--- config.mk ---
export PLATFORM = sky130hd
export DESIGN_NAME = acc_datapath
export DESIGN_NICKNAME = d
export VERILOG_FILES = /design/src/rtl/cpu_pkg.sv /design/src/rtl/acc_datapath_out_fifo.sv /design/src/rtl/acc_datapath.sv
export SDC_FILE = /design/constraint.sdc
export NUM_CORES = 1
export LEC_CHECK = 0
export CAP_MARGIN = 20
export CORE_AREA = 2 2 87 122
export DETAILED_ROUTE_END_ITERATION = 10
export DIE_AREA = 0 0 89 124
export PLACE_DENSITY = 0.83
export SYNTH_ARGS = -nofsm -noshare
export SYNTH_HDL_FRONTEND = slang
export SYNTH_HIERARCHICAL = 1
export SYNTH_SLANG_ARGS = --single-unit
--- constraint.sdc ---
create_clock -name Clock_Puls -period 8.5 [get_ports Clock_Puls]
set_input_delay 1.7 -clock Clock_Puls [delete_from_list [all_inputs] [get_ports Clock_Puls]]
set_output_delay 1.7 -clock Clock_Puls [all_outputs]
set_load 0.01 [all_outputs]
--- src/rtl/cpu_pkg.sv ---
// Shared CPU definitions: default datapath width and the ALU select codes
// driven by the control unit on S. The control unit should use these same
// constants so that both ends agree on the encoding.
package cpu_pkg;

    localparam int WIDTH = 16;

    localparam logic [3:0] ALU_NOP = 4'd0;
    localparam logic [3:0] ALU_ADD = 4'd1;
    localparam logic [3:0] ALU_SUB = 4'd2;
    localparam logic [3:0] ALU_AND = 4'd3;
    localparam logic [3:0] ALU_OR  = 4'd4;
    localparam logic [3:0] ALU_XOR = 4'd5;
    localparam logic [3:0] ALU_SHR = 4'd6;
    localparam logic [3:0] ALU_SHL = 4'd7;
    localparam logic [3:0] ALU_NOT = 4'd8;

    // True for select codes the ALU implements. NOP and codes above NOT are
    // treated as illegal when committed with Load_AC.
    function automatic logic alu_legal(input logic [3:0] sel);
        return (sel >= ALU_ADD) && (sel <= ALU_NOT);
    endfunction

endpackage

--- src/rtl/acc_datapath_out_fifo.sv ---
// Output register FIFO between the accumulator and the display/IO consumer.
//
// Ports:
//   clk, rst       clock, asynchronous active-high reset
//   push           request to enqueue push_data this edge
//   push_data      value to enqueue
//   out_ready      consumer accepts the head this edge
//   out_data       FIFO head (registered storage, no fall-through)
//   out_valid      FIFO non-empty
//   full           FIFO holds DEPTH entries
//   drop           a push was refused this cycle (full and no pop)
//
// Handshake: a transfer occurs on a rising edge where out_valid and out_ready
// are both 1. out_valid never depends on out_ready, and out_data stays stable
// while out_valid=1 and out_ready=0.
module out_fifo #(
    parameter int WIDTH = 16,
    parameter int DEPTH = 2
) (
    input  logic             clk,
    input  logic             rst,
    input  logic             push,
    input  logic [WIDTH-1:0] push_data,
    input  logic             out_ready,
    output logic [WIDTH-1:0] out_data,
    output logic             out_valid,
    output logic             full,
    output logic             drop
);

    localparam int PW = (DEPTH > 1) ? $clog2(DEPTH) : 1;
    localparam int CW = $clog2(DEPTH) + 1;

    logic [WIDTH-1:0] mem_q [DEPTH];
    logic [WIDTH-1:0] mem_d [DEPTH];
    logic [PW-1:0]    wr_ptr_q, wr_ptr_d;
    logic [PW-1:0]    rd_ptr_q, rd_ptr_d;
    logic [CW-1:0]    count_q, count_d;

    logic empty;
    logic pop_en;
    logic push_en;

    assign empty     = (count_q == '0);
    assign full      = (count_q == CW'(DEPTH));
    assign out_valid = ~empty;
    assign out_data  = mem_q[rd_ptr_q];

    assign pop_en  = out_ready & ~empty;
    // When full, the slot at wr_ptr is the head being popped, so it may be
    // overwritten in the same edge.
    assign push_en = push & (~full | pop_en);
    assign drop    = push & full & ~pop_en;

    always_comb begin
        mem_d    = mem_q;
        wr_ptr_d = wr_ptr_q;
        rd_ptr_d = rd_ptr_q;
        count_d  = count_q;
        if (push_en) begin
            mem_d[wr_ptr_q] = push_data;
            wr_ptr_d        = wr_ptr_q + PW'(1);
        end
        if (pop_en) begin
            rd_ptr_d = rd_ptr_q + PW'(1);
        end
        case ({push_en, pop_en})
            2'b10:   count_d = count_q + CW'(1);
            2'b01:   count_d = count_q - CW'(1);
            default: count_d = count_q;
        endcase
    end

    always_ff @(posedge clk or posedge rst) begin
        if (rst) begin
            for (int i = 0; i < DEPTH; i++) begin
                mem_q[i] <= '0;
            end
            wr_ptr_q <= '0;
            rd_ptr_q <= '0;
            count_q  <= '0;
        end else begin
            mem_q    <= mem_d;
            wr_ptr_q <= wr_ptr_d;
            rd_ptr_q <= rd_ptr_d;
            count_q  <= count_d;
        end
    end

endmodule

--- src/rtl/acc_datapath.sv ---
// Accumulator/ALU execute stage fed by the control unit strobes.
//
// Ports:
//   Clock_Puls, Reset        clock, asynchronous active-high reset
//   S, Load_AC               ALU select; commit ALU result to AC this edge
//   Load_OR                  push current (pre-edge) AC into the output FIFO
//   Wr                       memory write strobe, qualifies Mem_Wdata
//   Operand                  memory read data, ALU B operand
//   AC, Mem_Wdata            accumulator; AC gated by Wr for memory writes
//   Z, N, C, V               zero, negative, carry/borrow/shift-out, overflow
//   Illegal                  sticky: Load_AC with an unsupported S
//   Out_Data/Valid/Ready     output FIFO head with valid/ready handshake
//   Obuf_Full, Overrun       FIFO full; sticky dropped-push indicator
module acc_datapath
    import cpu_pkg::*;
#(
    parameter int WIDTH      = cpu_pkg::WIDTH,
    parameter int OBUF_DEPTH = 2
) (
    input  logic             Clock_Puls,
    input  logic             Reset,
    input  logic [3:0]       S,
    input  logic             Load_AC,
    input  logic             Load_OR,
    input  logic             Wr,
    input  logic [WIDTH-1:0] Operand,
    output logic [WIDTH-1:0] AC,
    output logic [WIDTH-1:0] Mem_Wdata,
    output logic             Z,
    output logic             N,
    output logic             C,
    output logic             V,
    output logic             Illegal,
    output logic [WIDTH-1:0] Out_Data,
    output logic             Out_Valid,
    input  logic             Out_Ready,
    output logic             Obuf_Full,
    output logic             Overrun
);

    logic [WIDTH-1:0] ac_q, ac_d;
    logic             z_q, z_d, n_q, n_d, c_q, c_d, v_q, v_d;
    logic             illegal_q, illegal_d;
    logic             overrun_q, overrun_d;

    logic [WIDTH-1:0] alu_r;
    logic             alu_c;
    logic             alu_v;
    logic [WIDTH:0]   ext;
    logic             fifo_drop;

    // ALU: A = AC, B = Operand.
    always_comb begin
        alu_r = ac_q;
        alu_c = 1'b0;
        alu_v = 1'b0;
        ext   = '0;
        case (S)
            ALU_ADD: begin
                ext   = {1'b0, ac_q} + {1'b0, Operand};
                alu_r = ext[WIDTH-1:0];
                alu_c = ext[WIDTH];
                alu_v = (ac_q[WIDTH-1] == Operand[WIDTH-1]) &&
                        (alu_r[WIDTH-1] != ac_q[WIDTH-1]);
            end
            ALU_SUB: begin
                // The extra top bit of the widened difference is the borrow.
                ext   = {1'b0, ac_q} - {1'b0, Operand};
                alu_r = ext[WIDTH-1:0];
                alu_c = ext[WIDTH];
                alu_v = (ac_q[WIDTH-1] != Operand[WIDTH-1]) &&
                        (alu_r[WIDTH-1] != ac_q[WIDTH-1]);
            end
            ALU_AND: alu_r = ac_q & Operand;
            ALU_OR:  alu_r = ac_q | Operand;
            ALU_XOR: alu_r = ac_q ^ Operand;
            ALU_SHR: begin
                alu_r = {1'b0, ac_q[WIDTH-1:1]};
                alu_c = ac_q[0];
            end
            ALU_SHL: begin
                alu_r = {ac_q[WIDTH-2:0], 1'b0};
                alu_c = ac_q[WIDTH-1];
            end
            ALU_NOT: alu_r = ~ac_q;
            default: alu_r = ac_q;
        endcase
    end

    // AC and flags change only on a legal commit; an illegal commit only
    // raises the sticky Illegal flag.
    always_comb begin
        ac_d      = ac_q;
        z_d       = z_q;
        n_d       = n_q;
        c_d       = c_q;
        v_d       = v_q;
        illegal_d = illegal_q;
        overrun_d = overrun_q | fifo_drop;
        if (Load_AC) begin
            if (alu_legal(S)) begin
                ac_d = alu_r;
                z_d  = (alu_r == '0);
                n_d  = alu_r[WIDTH-1];
                c_d  = alu_c;
                v_d  = alu_v;
            end else begin
                illegal_d = 1'b1;
            end
        end
    end

    always_ff @(posedge Clock_Puls or posedge Reset) begin
        if (Reset) begin
            ac_q      <= '0;
            z_q       <= 1'b0;
            n_q       <= 1'b0;
            c_q       <= 1'b0;
            v_q       <= 1'b0;
            illegal_q <= 1'b0;
            overrun_q <= 1'b0;
        end else begin
            ac_q      <= ac_d;
            z_q       <= z_d;
            n_q       <= n_d;
            c_q       <= c_d;
            v_q       <= v_d;
            illegal_q <= illegal_d;
            overrun_q <= overrun_d;
        end
    end

    // The FIFO captures ac_q, i.e. the value before this edge's commit.
    out_fifo #(
        .WIDTH (WIDTH),
        .DEPTH (OBUF_DEPTH)
    ) u_out_fifo (
        .clk       (Clock_Puls),
        .rst       (Reset),
        .push      (Load_OR),
        .push_data (ac_q),
        .out_ready (Out_Ready),
        .out_data  (Out_Data),
        .out_valid (Out_Valid),
        .full      (Obuf_Full),
        .drop      (fifo_drop)
    );

    assign AC        = ac_q;
    assign Mem_Wdata = Wr ? ac_q : '0;
    assign Z         = z_q;
    assign N         = n_q;
    assign C         = c_q;
    assign V         = v_q;
    assign Illegal   = illegal_q;
    assign Overrun   = overrun_q;

endmodule
==> results.rst <==
.. list-table::
   :header-rows: 1

   * - Metric
     - Value
   * - Outcome
     - finished, final reports clean
   * - Buffers from clock root to sink, at most
     - 2
   * - Max-cap check violation count
     - 0
   * - Post-Synthesis Cells
     - ~700
   * - Gate power share
     - 0.554
   * - Share of synthesized registers carrying an async set or reset
     - 1.000
   * - CTS Sinks
     - 57
   * - Count of antenna-violating nets left after detailed routing
     - 0
   * - Final critical delay including setup and external delays
     - 5.827 ns
   * - Ranking of synthesized cells by instance count
     - sky130_fd_sc_hd__inv_1 (58), sky130_fd_sc_hd__dfrtp_1 (57), sky130_fd_sc_hd__nand2_1 (55)
   * - GPL Wtd Cong
     - approximately 0.96
   * - Starting density of the core
     - 0.5968
   * - Crit path arrival time
     - roughly 6.0 ns
   * - Via density per instance
     - 6.678
   * - Number of nets at the end of the flow
     - approximately 830
   * - Syn Std Cell Area
     - slightly below 6000 um^2
   * - Switching share of power
     - 0.4242
   * - Area of the multi-input gates
     - 4020 um^2
   * - Storage cell area
     - 1426 um^2
   * - # diodes
     - 0
   * - Number of warnings reported in the yosys synthesis log
     - 6
   * - Hold buffer count at cts
     - 0
   * - Static leakage power
     - between 2 and 3 nW
   * - Height of the die
     - between 100 and 150 um
   * - Detailed-route wire length
     - 19,760 um
   * - Period Utilization, post-route
     - 0.6855
   * - Cell breakdown of the critical path
     - clkdlybuf4s50_1, buf_4, nor3_2, xnor2_1, nand2_1, a221oi_1, and3_1, nand4_1, nor4_1, nand4_1, o31ai_2
   * - Yosys cell types
     - 76
   * - Post-detail-place hpwl
     - between 10,000 and 15,000 um
   * - DRC errors left
     - 0
   * - Number of levels in the clock H-tree
     - 3
   * - Number of instances resized during post-cts repair
     - 0
   * - RSZ-0062 raised after global routing
     - no
   * - VDD IR-drop max
     - between 0.1 and 0.15 mV
   * - DR pass1 iterations
     - 6
   * - Fill cells
     - between 700 and 800
   * - Internal power summed over all cells
     - 1.276 mW
   * - Clock network latency to the later pin of the worst-skew pair
     - roughly 0.32 ns
   * - Setup violators final
     - 0
   * - Transition time at the pin with the least slew margin
     - 1.030 ns
   * - Number of input and output port buffers inserted
     - just over 80
   * - Family of cells with the greatest summed delay on the critical path
     - simple AND/OR/NAND/NOR gates
   * - Total of flip-flops plus latches after synthesis
     - 57
   * - Share of Yosys cell area claimed by the top area cell type
     - 0.2414
   * - Sequential group share of total power
     - 0.259
   * - Nature of the critical path startpoint
     - input pin
   * - Total vias in the final route
     - about 5,900
   * - Mean instance size in the synthesized netlist
     - roughly 8.5 um^2
   * - Max-slew violation count
     - 0
   * - Worst slew margin relative to its limit
     - 0.3131
   * - Power dissipated by switching net loads
     - about 0.94 mW
   * - Power density of the placed cells
     - about 310 nW/um^2
   * - Pin count of the biggest net entering global routing
     - 65
   * - Crit Path Max Fanout
     - 46
   * - Layout Skew
     - 0.004801 ns
   * - Average wire length per cell after detail routing
     - 22.22 um
   * - Wire length of the first global-routing pass
     - slightly above 30,000 um
   * - Fraction of layout instances using a drive strength above 1
     - 0.1393
   * - Number of buffers inserted to repair setup after CTS
     - 0
   * - Post-synth top flop
     - sky130_fd_sc_hd__dfrtp_1
   * - Post-route standard cell area excluding fillers
     - slightly above 7000 um^2
   * - Bufs and invs on worst path
     - 2
   * - Die ar.
     - approximately 11,000 um^2
   * - Placed inst area
     - around 6700 um^2
   * - Part of the Yosys area used for sequential elements
     - 0.2414
   * - Total overflow reported by the global router
     - 0
   * - Kind of end point of the critical path
     - flop
   * - Synthesized Nets
     - around 770
   * - Sum Neg Setup Slack
     - 0 ns
   * - DR iter-0 viols
     - slightly below 800
   * - Clock share of power
     - 0.187
   * - FMAX
     - approximately 170 MHz
   * - Most instantiated library cell after synthesis
     - sky130_fd_sc_hd__inv_1
   * - Horizontal die dimension
     - 89 um
   * - TritonCTS clock tree
     - yes
   * - Hold Violations, Final
     - 0
   * - Most frequent cell on the critical path
     - sky130_fd_sc_hd__nand4_1
   * - Category of the most critical setup path
     - in -> reg
   * - CP required
     - approximately 8.7 ns
   * - Most area-hungry cell type in the Yosys netlist
     - sky130_fd_sc_hd__dfrtp_1
   * - Hold Crit Class
     - reg -> reg
   * - P&R area growth vs syn
     - 19.36%
   * - Clk root buf
     - sky130_fd_sc_hd__clkbuf_16
   * - Clk slew on worst S/H paths
     - ~0.050 ns
   * - GRT Total Usage
     - 0.3584
   * - Dominant cells by area after synthesis
     - sky130_fd_sc_hd__dfrtp_1 (24%), sky130_fd_sc_hd__ha_1 (11%), sky130_fd_sc_hd__mux2_2 (8.8%)
   * - Crit path max-delay cell type
     - sky130_fd_sc_hd__nand2_1
   * - I/O pin count
     - 82
   * - EDFF count, synth
     - 0
   * - Stage delay of the slowest cell on the critical path
     - 0.76 ns
   * - Vias in the first global route
     - 5,614
   * - Area of the core
     - around 9900 um^2
   * - Site row count
     - 43
   * - Inserted Clock Buffers
     - 9
   * - Number of antenna violations at the first check in global routing
     - 0
==> worst register-to-register path, delay by kind of cell (launching register included) <==
| kind | cells | cell delay, ns |
|---|---|---|
| AND/OR/NAND/NOR | 3 | 0.93 |
| adder cells (fa/ha/maj) | 2 | 0.65 |
| buffers and inverters | 1 | 0.06 |
| flip-flops | 1 | 0.56 |
| AO/OA/AOI/OAI | 6 | 1.73 |
==> final cells by class <==
type,instances,area share
repair buffers,89,0.1228
flip-flops and latches,57,0.2023
clock buffers,11,0.03442
inverters,60,0.03194
clock inverters,5,0.01455
multi-input cells,532,0.5701
well taps,135,0.02395
==> per-stage QoR <==
step	cells	worst slack (ns)	util	power [mW]	hold slack (ns)
4_1_cts	889	2.836	0.7123	2.196	0.4723
3_5_place_dp	873	2.692	0.6775	1.753	0.4600
5_1_grt	889	2.423	0.7123	2.331	0.4962
6_report	889	2.673	0.7123	2.216	0.4703
2_1_floorplan	695	4.374	-	1.281	0.4749
3_3_place_gp	873	2.961	0.6775	1.712	0.4480
==> per-layer routing <==
layer,global-route usage,part of all wire,up-vias,routed length [um]
li1,-,-,2666,-
met1,0.4444,0.38,2825,7419
met2,0.6091,0.50,381,9887
met3,0.04506,0.085,65,1678
met4,0.1726,0.039,0,770
met5,0,0,-,0
==> cell families (layout without fill, tap and decap cells) <==
logic type,after synthesis,count (layout),synth area share
AO/OA/AOI/OAI,224,224,0.2651
multiplexers,69,69,0.1372
XOR/XNOR,4,4,0.005929
flip-flops,57,57,0.2414
AND/OR/NAND/NOR,182,182,0.1552
buffers and inverters,106,165,0.08026
adder cells (fa/ha/maj),53,53,0.1148
==> registers in the layout (all words and copies together), names as in the netlist <==
| name | count |
|---|---|
| u_out_fifo/mem_q | 32 |
| AC | 16 |
| u_out_fifo/count_q | 2 |
| C | 1 |
| Illegal | 1 |
| Overrun | 1 |
| V | 1 |
| Z | 1 |
| u_out_fifo/rd_ptr_q | 1 |
| u_out_fifo/wr_ptr_q | 1 |
==> path summary, 6_finish.rpt <==
path	from	endpoint	slack, ns	depth (start not counted)
worst max-delay path	S[1]	Z	2.67	11
worst min-delay path	Overrun	Overrun	0.47	1
worst max register to register	AC[0]	Z	4.47	12
worst min register to register	Overrun	Overrun	0.47	1
max in group asynchronous	Reset	AC[4]	6.15	2
min in group asynchronous	Reset	u_out_fifo/wr_ptr_q	1.84	3
==> placed cells by master (no fill, tap or decap), types with 4 or more instances in the layout <==
master,n
sky130_fd_sc_hd__nand2b_1,6
sky130_fd_sc_hd__o21bai_1,5
sky130_fd_sc_hd__a21o_1,6
sky130_fd_sc_hd__inv_1,58
sky130_fd_sc_hd__o31ai_1,5
sky130_fd_sc_hd__xnor2_1,4
sky130_fd_sc_hd__mux2_2,46
sky130_fd_sc_hd__a311oi_1,4
sky130_fd_sc_hd__nor2_1,41
sky130_fd_sc_hd__o31a_1,5
sky130_fd_sc_hd__a31oi_1,11
sky130_fd_sc_hd__a221oi_1,10
sky130_fd_sc_hd__a211o_1,4
sky130_fd_sc_hd__or2_2,4
sky130_fd_sc_hd__o221a_2,4
sky130_fd_sc_hd__and2_1,16
sky130_fd_sc_hd__nor3_1,11
sky130_fd_sc_hd__ha_1,51
sky130_fd_sc_hd__clkbuf_16,9
sky130_fd_sc_hd__o32a_1,4
sky130_fd_sc_hd__clkdlybuf4s50_1,80
sky130_fd_sc_hd__nor2b_1,7
sky130_fd_sc_hd__a21oi_1,48
sky130_fd_sc_hd__dfrtp_1,57
sky130_fd_sc_hd__mux2_4,10
sky130_fd_sc_hd__mux2i_1,12
sky130_fd_sc_hd__o211ai_1,7
sky130_fd_sc_hd__or3_1,4
sky130_fd_sc_hd__o22ai_1,11
sky130_fd_sc_hd__buf_4,8
sky130_fd_sc_hd__o2111ai_1,4
sky130_fd_sc_hd__nand2_1,55
sky130_fd_sc_hd__o21ai_0,42
sky130_fd_sc_hd__a211oi_1,16
sky130_fd_sc_hd__nor4_1,8
sky130_fd_sc_hd__nand3_1,6
sky130_fd_sc_hd__o221ai_1,9
==> power by group through the flow <==
stage / sequential, mW / combinational, mW / clock [mW]
after floorplan: 0.492 / 0.789 / 0
after global placement: 0.550 / 1.16 / 0
after detailed placement: 0.563 / 1.19 / 0
after CTS: 0.568 / 1.21 / 0.419
after global routing: 0.588 / 1.31 / 0.430
final: 0.574 / 1.23 / 0.415
No activity file was read; power rests on OpenSTA's default activity.
